==> src/rtl/v_pkg.sv <==
// rtl/v_pkg.sv - shared payload types for the list update bus
// Purpose: field types of an update command and the packed command record
//          used for FIFO storage and the update bus output register.
// Ports:   none (package).
package v_pkg;

    typedef logic [7:0]  id_t;
    typedef logic [1:0]  cmd_t;
    typedef logic [15:0] key_t;
    typedef logic [7:0]  size_t;

    typedef struct packed {
        id_t   prod_id;
        cmd_t  cmd;
        key_t  key;
        size_t size;
    } upd_t;

endpackage

==> src/rtl/v_upd_issue_fifo.sv <==
// rtl/v_upd_issue_fifo.sv - circular command buffer with occupancy counter
// Purpose: DEPTH-entry FIFO holding payloads of type T.
// Ports:
//   clk, arst_n   clock, asynchronous active-low reset
//   push, wdata   write wdata at the tail (caller guarantees not full)
//   pop, rdata    rdata is the head; pop advances it (caller guarantees not empty)
//   level         registered occupancy, 0..DEPTH
//   empty, full   decoded from level
module v_upd_issue_fifo #(
    parameter int  DEPTH = 4,
    parameter type T     = logic
) (
    input  logic                       clk,
    input  logic                       arst_n,
    input  logic                       push,
    input  T                           wdata,
    input  logic                       pop,
    output T                           rdata,
    output logic [$clog2(DEPTH+1)-1:0] level,
    output logic                       empty,
    output logic                       full
);

    localparam int AW = $clog2(DEPTH);
    localparam int LW = $clog2(DEPTH+1);

    T                mem [DEPTH];
    logic [AW-1:0]   wptr;
    logic [AW-1:0]   rptr;
    logic [LW-1:0]   level_q;

    // DEPTH is a power of two, so the pointers wrap without compare logic.
    always_ff @(posedge clk or negedge arst_n) begin
        if (!arst_n) begin
            wptr    <= '0;
            rptr    <= '0;
            level_q <= '0;
        end else begin
            if (push) wptr <= wptr + AW'(1);
            if (pop)  rptr <= rptr + AW'(1);
            case ({push, pop})
                2'b10:   level_q <= level_q + LW'(1);
                2'b01:   level_q <= level_q - LW'(1);
                default: level_q <= level_q;
            endcase
        end
    end

    // Storage is not reset; entries are only read once written.
    always_ff @(posedge clk) begin
        if (push) mem[wptr] <= wdata;
    end

    assign rdata = mem[rptr];
    assign level = level_q;
    assign empty = (level_q == '0);
    assign full  = (level_q == LW'(DEPTH));

endmodule

==> src/rtl/v_upd_issue.sv <==
// rtl/v_upd_issue.sv - update bus issue stage with FIFO, bypass and hazard stall
// Purpose: accepts host update commands, buffers them, and issues at most one
//          per cycle onto the registered update bus in acceptance order.
// Configuration: V_UPD_ISSUE_HAZARD_STALL_EN enables same-product stalling
//          against the update bus register and pipeline stages S1..S4.
// Ports:
//   clk, arst_n               clock, asynchronous active-low reset
//   i_cmd_* / o_cmd_rdy       host command handshake and payload
//   o_upd_*_r                 registered update bus
//   i_sN_upd_vld_r/prod_id_r  update pipeline stage status, N=1..4
//   o_level_r                 FIFO occupancy
//   o_busy                    FIFO non-empty or update bus valid
module v_upd_issue
    import v_pkg::*;
#(
    parameter int DEPTH = 4
) (
    input  logic                       clk,
    input  logic                       arst_n,
    input  logic                       i_cmd_vld,
    output logic                       o_cmd_rdy,
    input  id_t                        i_cmd_prod_id,
    input  cmd_t                       i_cmd_cmd,
    input  key_t                       i_cmd_key,
    input  size_t                      i_cmd_size,
    output logic                       o_upd_vld_r,
    output id_t                        o_upd_prod_id_r,
    output cmd_t                       o_upd_cmd_r,
    output key_t                       o_upd_key_r,
    output size_t                      o_upd_size_r,
    input  logic                       i_s1_upd_vld_r,
    input  id_t                        i_s1_upd_prod_id_r,
    input  logic                       i_s2_upd_vld_r,
    input  id_t                        i_s2_upd_prod_id_r,
    input  logic                       i_s3_upd_vld_r,
    input  id_t                        i_s3_upd_prod_id_r,
    input  logic                       i_s4_upd_vld_r,
    input  id_t                        i_s4_upd_prod_id_r,
    output logic [$clog2(DEPTH+1)-1:0] o_level_r,
    output logic                       o_busy
);

    upd_t in_cmd;
    upd_t head;
    upd_t cand;
    upd_t upd_r;
    logic fifo_empty;
    logic fifo_full;
    logic accept;
    logic cand_vld;
    logic stall;
    logic issue;
    logic push;
    logic pop;

    assign in_cmd = '{prod_id: i_cmd_prod_id, cmd: i_cmd_cmd,
                      key: i_cmd_key, size: i_cmd_size};

    // Ready comes from the level flop only; full blocks acceptance even
    // in a cycle that pops.
    assign o_cmd_rdy = !fifo_full;
    assign accept    = i_cmd_vld && o_cmd_rdy;

    // The head always has priority; the incoming command bypasses only
    // when nothing is buffered, which preserves acceptance order.
    assign cand_vld = !fifo_empty || accept;
    assign cand     = fifo_empty ? in_cmd : head;
    assign issue    = cand_vld && !stall;
    assign pop      = issue && !fifo_empty;
    // A bypassed command is not stored; a stalled bypass falls back to a push.
    assign push     = accept && !(fifo_empty && issue);

`ifdef V_UPD_ISSUE_HAZARD_STALL_EN
    assign stall = (o_upd_vld_r    && (upd_r.prod_id      == cand.prod_id)) ||
                   (i_s1_upd_vld_r && (i_s1_upd_prod_id_r == cand.prod_id)) ||
                   (i_s2_upd_vld_r && (i_s2_upd_prod_id_r == cand.prod_id)) ||
                   (i_s3_upd_vld_r && (i_s3_upd_prod_id_r == cand.prod_id)) ||
                   (i_s4_upd_vld_r && (i_s4_upd_prod_id_r == cand.prod_id));
`else
    assign stall = 1'b0;

    // Stage status is only consumed by the hazard check.
    logic unused_stage_status;
    assign unused_stage_status = ^{i_s1_upd_vld_r, i_s1_upd_prod_id_r,
                                   i_s2_upd_vld_r, i_s2_upd_prod_id_r,
                                   i_s3_upd_vld_r, i_s3_upd_prod_id_r,
                                   i_s4_upd_vld_r, i_s4_upd_prod_id_r};
`endif

    v_upd_issue_fifo #(
        .DEPTH (DEPTH),
        .T     (upd_t)
    ) u_fifo (
        .clk    (clk),
        .arst_n (arst_n),
        .push   (push),
        .wdata  (in_cmd),
        .pop    (pop),
        .rdata  (head),
        .level  (o_level_r),
        .empty  (fifo_empty),
        .full   (fifo_full)
    );

    always_ff @(posedge clk or negedge arst_n) begin
        if (!arst_n) begin
            o_upd_vld_r <= 1'b0;
        end else begin
            o_upd_vld_r <= issue;
        end
    end

    // Payload holds while idle; only valid qualifies it.
    always_ff @(posedge clk) begin
        if (issue) upd_r <= cand;
    end

    assign o_upd_prod_id_r = upd_r.prod_id;
    assign o_upd_cmd_r     = upd_r.cmd;
    assign o_upd_key_r     = upd_r.key;
    assign o_upd_size_r    = upd_r.size;
    assign o_busy          = !fifo_empty || o_upd_vld_r;

endmodule

==> config.mk <==
export PLATFORM = sky130hd
export DESIGN_NAME = v_upd_issue
export DESIGN_NICKNAME = d
export VERILOG_FILES = /design/src/rtl/v_pkg.sv /design/src/rtl/v_upd_issue_fifo.sv /design/src/rtl/v_upd_issue.sv
export SDC_FILE = /design/constraint.sdc
export NUM_CORES = 1
export LEC_CHECK = 0
export BUFFER_PORTS_ARGS = -buffer_cell sky130_fd_sc_hd__clkbuf_2
export CORE_MARGIN = 10
export CORE_UTILIZATION = 40
export CTS_BUF_LIST = sky130_fd_sc_hd__clkbuf_4
export DETAILED_ROUTE_END_ITERATION = 12
export SETUP_SLACK_MARGIN = 0.3
export SYNTH_ARGS = -nofsm -noshare
export SYNTH_HDL_FRONTEND = slang
export SYNTH_HIERARCHICAL = 1
export SYNTH_SLANG_ARGS = --single-unit
==> constraint.sdc <==
create_clock -name clk -period 6.6 [get_ports clk]
set_input_delay 0.99 -clock clk [delete_from_list [all_inputs] [get_ports clk]]
set_output_delay 0.99 -clock clk [all_outputs]
set_load 0.01 [all_outputs]
* After elaboration in Yosys (flattened, before gate mapping)
Memories as Yosys holds them, arrays and structs flattened.
Index checks and enable logic that the tools add are counted.
** Storage, ports and cells
- Register bits :: 42
- RAM bits :: 136
- Bits of input ports :: 73
- Output and inout bits :: 40
- Logic and storage cells :: 31
- Memories :: 1
** Memory list
- u_fifo.mem :: words 4, width 34, read ports 1, clocked after Yosys merged registers in 0, wr ports 1, RTL line v_upd_issue_fifo.sv:27 : T mem [DEPTH];
** Cells by class
- Add/subtract/negate cells :: 4
- Equality and inequality tests :: 3
- Muxes and demuxes :: 4
- Reductions and logical operators :: 11
** Operators with widths (number)
- 34-bit two-way mux :: 1
- 3-bit case mux with 2 select lines :: 1
- 2-bit by 1-bit adder with 2-bit output, second input constant :: 2
- 1-bit logical AND :: 4
- 3-bit by 1-bit adder with 3-bit output, second input constant :: 1
- 3-bit == test, second input constant :: 1
- 1-bit logical NOT :: 3
- 3-bit logical NOT :: 1
- 3-bit by 1-bit subtractor with 3-bit output, second input constant :: 1
- 2-bit by 1-bit == test with 1-bit output, second input constant :: 1
- 2-bit == test, second input constant :: 1
- 1-bit logical OR :: 2
- 1-bit two-way mux :: 2
- 2-bit nonzero test :: 1

* Longest topological paths before layout
Gate-level depths: netlist of run 1.
- Word-level depth :: 9
- Depth in mapped cells :: 11
- Gate-level depth less buffers :: 11

* By module
Netlist of run 1, hierarchy kept.
** Modules (own cells, without submodules)
- v_upd_issue_fifo :: times used 1, cells each 215, area an instance 5357.6 um2, seq. area each 4259.1 um2
- v_upd_issue :: times used 1, cells each 79, area an instance 1555.2 um2, seq. area each 1046.0 um2

* Worst setup path before layout of run 1
OpenSTA, ideal clock, no wires.
- Path type :: input to register
- Start point :: in i_cmd_vld
- End point :: mem u_fifo/mem[0][0] in the netlist's numbering, enable pin
- Library setup time :: 0.394 ns
- Arrival time :: 2.221 ns
- Data required time :: 6.206 ns
- Setup slack :: 3.985 ns
- Stages on the path :: 3
- Buffers on the path :: 0
- Cell sequence :: nand2b_1 nor2_1 and2_1
** Between the ends
- Longest elaborated chain between the ends :: 7
** RTL lines
- start: declaration :: RTL line v_upd_issue.sv:20 : input logic i_cmd_vld,
- 1-bit logical AND * :: RTL line v_upd_issue.sv:62 : assign accept = i_cmd_vld && o_cmd_rdy;
- 1-bit logical OR :: RTL line v_upd_issue.sv:66 : assign cand_vld = !fifo_empty || accept;
- 1-bit logical AND :: RTL line v_upd_issue.sv:71 : assign push = accept && !(fifo_empty && issue);
- 1-bit logical NOT :: RTL line v_upd_issue.sv:71
- 1-bit logical AND * :: RTL line v_upd_issue.sv:71
- named net push :: RTL line v_upd_issue.sv:53 : logic push;
- 1-bit two-way mux * :: RTL line v_upd_issue_fifo.sv:51 : if (push) mem[wptr] <= wdata;
- 1-bit two-way mux (not written as such) * :: RTL line v_upd_issue_fifo.sv:51
- end: declaration :: RTL line v_upd_issue_fifo.sv:27
Mark *: on every way through the listed nets, which the timed path passes. The rest lies on a longest branch.

* Final worst setup path of run 1
- Start point :: reg u_fifo.level_q[0], in the netlist u_fifo/level[0]
- End point :: out o_busy
** Between the ends
- Longest elaborated chain between the ends :: 3
** RTL lines
- start: declaration :: RTL line v_upd_issue_fifo.sv:30 : logic [LW-1:0] level_q;
- start signal: assignment :: RTL line v_upd_issue_fifo.sv:42 : 2'b10: level_q <= level_q + LW'(1);
- start signal: assignment :: RTL line v_upd_issue_fifo.sv:43 : 2'b01: level_q <= level_q - LW'(1);
- start signal: assignment :: RTL line v_upd_issue_fifo.sv:44 : default: level_q <= level_q;
- 3-bit logical NOT :: RTL line v_upd_issue_fifo.sv:56 : assign empty = (level_q == '0);
- named net fifo_empty :: RTL line v_upd_issue.sv:47 : logic fifo_empty;
- 1-bit logical NOT :: RTL line v_upd_issue.sv:122 : assign o_busy = !fifo_empty || o_upd_vld_r;
- 1-bit logical OR :: RTL line v_upd_issue.sv:122
- end: declaration :: RTL line v_upd_issue.sv:40 : output logic o_busy
The timed path passes the listed nets, and every way through them passes these cells.

==> results of run 1 <==
==> state kept, by name (all words and copies together), names as in the netlist <==
register	cells
o_upd_vld_r	1
u_fifo/rptr	2
u_fifo/wptr	2
u_fifo/level	3
o_upd_cmd_r	2
o_upd_size_r	8
o_upd_key_r	16
o_upd_prod_id_r	8
u_fifo/mem	136
==> final cells by class <==
cell class	count	area (sq um)	share of cell area
inverter	8	30.0	0.00386
sequential	178	5310	0.682
tap	225	282	0.0362
timing repair buffer	78	395	0.0508
clock buffer	18	135	0.0174
multi-input combinational	96	1460	0.188
clock inverter	14	169	0.0217
==> placed cells by master, fill, tap and decap left out, drive strengths merged <==
| cell | n |
|---|---|
| dfrtp | 8 |
| nand2b | 2 |
| and2 | 4 |
| clkbuf | 94 |
| buf | 2 |
| clkinvlp | 2 |
| ha | 5 |
| mux2 | 34 |
| and3 | 1 |
| inv | 8 |
| fa | 1 |
| mux4 | 34 |
| xnor2 | 2 |
| nand2 | 4 |
| edfxtp | 170 |
| clkinv | 8 |
| bufinv | 4 |
| o21ai | 2 |
| nor3 | 1 |
| nor2 | 2 |
| xor2 | 4 |
==> worst max-delay path by stage <==
stage,to,slack [ps],from,cells past startpoint
final,o_busy,3550,u_fifo/level[0],4
after global routing,o_busy,3300,u_fifo/level[0],4
after floorplan,u_fifo/mem[0][0],3980,i_cmd_vld,3
after global placement,u_fifo/mem[1][8],3780,i_cmd_vld,4
after detailed placement,u_fifo/mem[0][13],3730,i_cmd_vld,4
after CTS,o_busy,3430,u_fifo/level[0],4
==> cells in the mapped netlist (all sizes together) <==
cell type  count  area share
and2           4      0.0036
and3           1     0.00091
buf           12       0.019
dfrtp          8       0.029
edfxtp       170        0.74
fa             1      0.0029
ha             5      0.0090
inv            8      0.0043
mux2          34       0.064
mux4          34        0.11
nand2          4      0.0022
nand2b         2      0.0018
nor2           2      0.0011
nor3           1     0.00072
o21ai          2      0.0014
xnor2          2      0.0025
xor2           4      0.0051
==> per-layer routing <==
metal / part of all wire / wire (um)
met2: 0.51 / 6300
met5: 0 / 0
met4: 0.011 / 140
met3: 0.057 / 712
met1: 0.42 / 5280
==> cells by family (layout without fill, tap and decap cells) <==
logic type / Yosys count / after routing / share of synthesized area
xor gates and xnor gates: 6 / 6 / 0.00760
AOI/OAI and AO/OA: 2 / 2 / 0.00145
adders and majority gates: 6 / 6 / 0.0119
DFF: 178 / 178 / 0.767
muxes: 68 / 68 / 0.178
buffers and inverters: 20 / 118 / 0.0232
and+or+nand+nor: 14 / 14 / 0.0103
==> metrics by stage <==
stage                     hold slack [ps]  setup WS (ps)  instances
after floorplan                       491           3980        294
after global placement                504           3780        585
after detailed placement              522           3730        585
after CTS                             212           3430        617
after global routing                  195           3300        617
final                                 266           3550        617
==> power by group through the flow <==
stage | logic, mW | clock network, mW | registers [mW]
2_1_floorplan | 0.798 | 0 | 1.78
3_3_place_gp | 1.04 | 0 | 1.82
3_5_place_dp | 1.07 | 0 | 1.83
4_1_cts | 1.07 | 0.660 | 1.81
5_1_grt | 1.13 | 0.709 | 1.84
6_report | 1.04 | 0.635 | 1.79
==> worst max-delay path, stage by stage (launching register included) <==
cell and delay (ps):
dfrtp_1 450, nor3_2 190, buf_4 580, nand2b_1 130
clkbuf_2 160
==> impl_metrics.json, run 1 <==
{
  "placementRows": 48,
  "antenna_left": 0,
  "ys_types": 21,
  "die-area_sq_um": 22900,
  "cts_setup_buffers": 0,
  "rsz0062_at_grt": "false",
  "cap_violations": 0,
  "syn_inst": 294,
  "leakage_nw": 2.73,
  "timing.setup.tns_ps": 0,
  "fin_crit_sh": 0.463,
  "relSlewSlack": 0.308,
  "drv_slew": 0,
  "power_mw": 3.46,
  "r2r_cells": 10,
  "setup_viol": 0,
  "cts_tree": "done",
  "fmax_mhz": 328,
  "vdd_ir_drop_max_mv": 0.410,
  "insertion_delay_ps": 540,
  "cts_max_path_buffers": 2,
  "die_h_um": 151,
  "final.setup_skew_ps": 16.2,
  "fin_area_sq_um": 7780,
  "yosysSeqAreaShare": 0.767,
  "hold_class": "input pin to async pin",
  "grt_use_met2": 0.192,
  "r2r_end": "u_fifo/level[2]",
  "crit_type": "register to output pin",
  "gp_congestion": 0.671,
  "grt_use_met1": 0.136,
  "min_period_ps": 3050,
  "crit_path_start_kind": "register",
  "routed-via-count": 3014,
  "num-fill-cells": 1471,
  "post_drt_wl_per_cell_um": 20.2,
  "met3_usage": 0.0446,
  "power_density_nw_per_um2": 445,
  "clock_sinks": 178,
  "drive_gt1_frac": 0.446,
  "first_pass_iters": 4,
  "p_int_mw": 2.47,
  "crit_required_ps": 5610,
  "outcome": "finished clean",
  "placed_area_sq_um": 7470,
  "grt_max_degree": 39,
  "arrival_ps": 2060,
  "drcViolationCount": 0,
  "ctsResizeCount": 0,
  "final_core_util": 0.454,
  "drt_iter0_markers": 156,
  "initial_core_util": 0.404,
  "seq_power_share": 0.518,
  "wl_um": 12400,
  "tightest_slew_ps": 1030,
  "grt_pass1_wl_um": 19300,
  "power_frac_comb": 0.299,
  "clkPwrFrac": 0.183,
  "routed_via_density": 4.88,
  "cp_max_fo": 38,
  "io_buffers": 76,
  "syn_to_final_growth_pct": 12.5,
  "grtUsageTotal": 0.116,
  "cts_root_buf": "clkbuf_4",
  "dpl.hpwl_um": 7210,
  "grt_pass1_vias": 3389,
  "grt_overflow_total": 0,
  "diodes": 0,
  "htree_levels": 4,
  "hold_viol": 0,
  "dieWidth_um": 151,
  "netlist_area_sq_um": 6910,
  "syn_avg_cell_area_sq_um": 23.5,
  "grt_busiest_layer": "met2",
  "r2r_setup_slack_ps": 3830,
  "cts_buffers": 17,
  "io_pins": 113,
  "antenna_found_initial": 0,
  "p_switching_mw": 0.996,
  "swShare": 0.288,
  "yosys_warnings": 6,
  "timing.rr.start": "u_fifo/level[0]",
  "clk_pin_slew_ps": 130,
  "worst_setup_path_end_kind": "output pin",
  "final_nets": 458,
  "ctsHoldBuffers": 0,
  "ys_ff_latch": 178,
  "synth_nets": 373,
  "core_sq_um": 17100
}
No activity file was read; power rests on OpenSTA's default activity.
==> inputs of run 2 (changes only) <==
==> constraint.sdc (replaced) <==
create_clock -name clk -period 2.8 [get_ports clk]
set_input_delay 0.42 -clock clk [delete_from_list [all_inputs] [get_ports clk]]
set_output_delay 0.42 -clock clk [all_outputs]
set_load 0.01 [all_outputs]
==> impl_metrics.json, run 2 (same netlist as run 1, synthesis figures left out) <==
{
  "cts_buffers": 17,
  "io_pins": 113,
  "cts_setup_buffers": 0,
  "crit_required_ps": 2380,
  "gp_congestion": 0.691,
  "grt_overflow_total": 0,
  "io_buffers": 76,
  "min_to": "u_fifo/mem[1][31]",
  "routed-via-count": 3084,
  "crit_path_start_kind": "register",
  "first_pass_iters": 4,
  "whs_path_depth": 1,
  "power_frac_comb": 0.322,
  "seq_power_share": 0.490,
  "clk_pin_slew_ps": 140,
  "rsz0062_at_grt": "true",
  "diodes": 0,
  "cap_violations": 0,
  "swShare": 0.290,
  "outcome": "finished clean",
  "wl_um": 12500,
  "final_common_cell": "edfxtp_1",
  "crit_type": "register to output pin",
  "hold_viol": 0,
  "die_h_um": 151,
  "layout_common_cells": "edfxtp_1, clkbuf_2, mux4_2, clkbuf_4, mux2_2",
  "r2r_cells": 11,
  "initial_core_util": 0.404,
  "arrival_ps": 1880,
  "leakage_nw": 2.82,
  "cts_tree": "done",
  "r2r_setup_slack_ps": 590,
  "dp_slack_ps": 546,
  "die-area_sq_um": 22900,
  "setup_viol": 0,
  "antenna_left": 0,
  "final.setup_skew_ps": 16.2,
  "whs_ps": 85.3,
  "hold_class": "input pin to register",
  "fin_crit_sh": 0.823,
  "min_period_ps": 2300,
  "post_drt_wl_per_cell_um": 19.9,
  "clkPwrFrac": 0.188,
  "relSlewSlack": 0.599,
  "drv_slew": 0,
  "r2r_end": "u_fifo/level[2]",
  "insertion_delay_ps": 560,
  "p_switching_mw": 2.43,
  "htree_levels": 4,
  "top_register": "u_fifo/mem",
  "grt_pass1_vias": 3338,
  "final_nets": 472,
  "cts_max_path_buffers": 2,
  "drcViolationCount": 0,
  "drt_iter0_markers": 154,
  "vdd_ir_drop_max_mv": 0.658,
  "dieWidth_um": 151,
  "grt_pass1_wl_um": 19300,
  "routed_via_density": 4.89,
  "tightest_slew_ps": 601,
  "placementRows": 48,
  "clock_sinks": 178,
  "cts_root_buf": "clkbuf_4",
  "worst_setup_path_end_kind": "output pin",
  "worst_slack_ps": 496,
  "largest_reg_flops": 136,
  "grtUsageTotal": 0.115,
  "syn_to_final_growth_pct": 15.1,
  "power_density_nw_per_um2": 1050,
  "grt_max_degree": 21,
  "hold_path_startpoint": "i_cmd_prod_id[5]",
  "dpl.hpwl_um": 7810,
  "drive_gt1_frac": 0.478,
  "p_int_mw": 5.94,
  "timing.rr.start": "u_fifo/level[0]",
  "antenna_found_initial": 0,
  "num-fill-cells": 1469,
  "fmax_mhz": 434,
  "timing.setup.tns_ps": 0,
  "cp_max_fo": 17,
  "core_sq_um": 17100
}
-- run 2: timing repair --
item / 4_1_cts / 5_1_grt
endpoints found under the setup margin: 1 / 2
hold buffers: 1 / 0
endpoints found under the hold margin: 8 / 0
resized for setup: 1 / 2
-- run 2: power by group through the flow --
stage / clock network [mW] / registers (mW) / logic (mW)
2_1_floorplan: 0 / 4.20 / 1.88
3_5_place_dp: 0 / 4.18 / 2.76
5_1_grt: 1.74 / 4.18 / 2.94
4_1_cts: 1.64 / 4.11 / 2.78
3_3_place_gp: 0 / 4.14 / 2.72
6_report: 1.57 / 4.10 / 2.69
-- run 2: metal layers --
layer / track usage / vias to the layer above / part of all wire
met5: 0 / - / 0
met4: 0.0390 / 0 / 0.011
li1: - / 1405 / -
met1: 0.145 / 1605 / 0.44
met3: 0.0437 / 10 / 0.061
met2: 0.178 / 64 / 0.49
-- run 2: worst max-delay path by stage --
stage | startpoint | to | slack (ps) | depth (start not counted)
floorplan | u_fifo/level[0] | u_fifo/mem[0][0] | 410 | 5
global placement | u_fifo/level[1] | u_fifo/mem[1][17] | 580 | 6
detailed placement | u_fifo/level[0] | u_fifo/mem[1][17] | 550 | 6
CTS | u_fifo/level[0] | o_busy | 340 | 4
global route | u_fifo/level[0] | o_busy | 300 | 4
finish | u_fifo/level[0] | o_busy | 500 | 4
-- run 2: metrics by stage --
step	util	power [mW]	std cells	cell area (sq um)
2_1_floorplan	-	6.08	294	6910
4_1_cts	0.465	8.53	631	7950
5_1_grt	0.465	8.86	631	7960
3_3_place_gp	0.445	6.86	598	7610
6_report	0.465	8.37	631	7960
3_5_place_dp	0.445	6.93	598	7610
-- run 2: area by class of cell --
cell class	instances	area [sq um]	share of cell area
timing repair buffer	92	544	0.0684
sequential	178	5310	0.667
multi-input combinational	96	1470	0.185
tap	225	282	0.0354
clock buffer	19	143	0.0179
clock inverter	13	185	0.0233
inverter	8	30.0	0.00377
-- run 2: critical path, cell delays in order, from the launching register on --
cell and delay (ps):
dfrtp_1 470, nor3_4 320, buf_6 300, nand2b_1 90, clkbuf_2 140
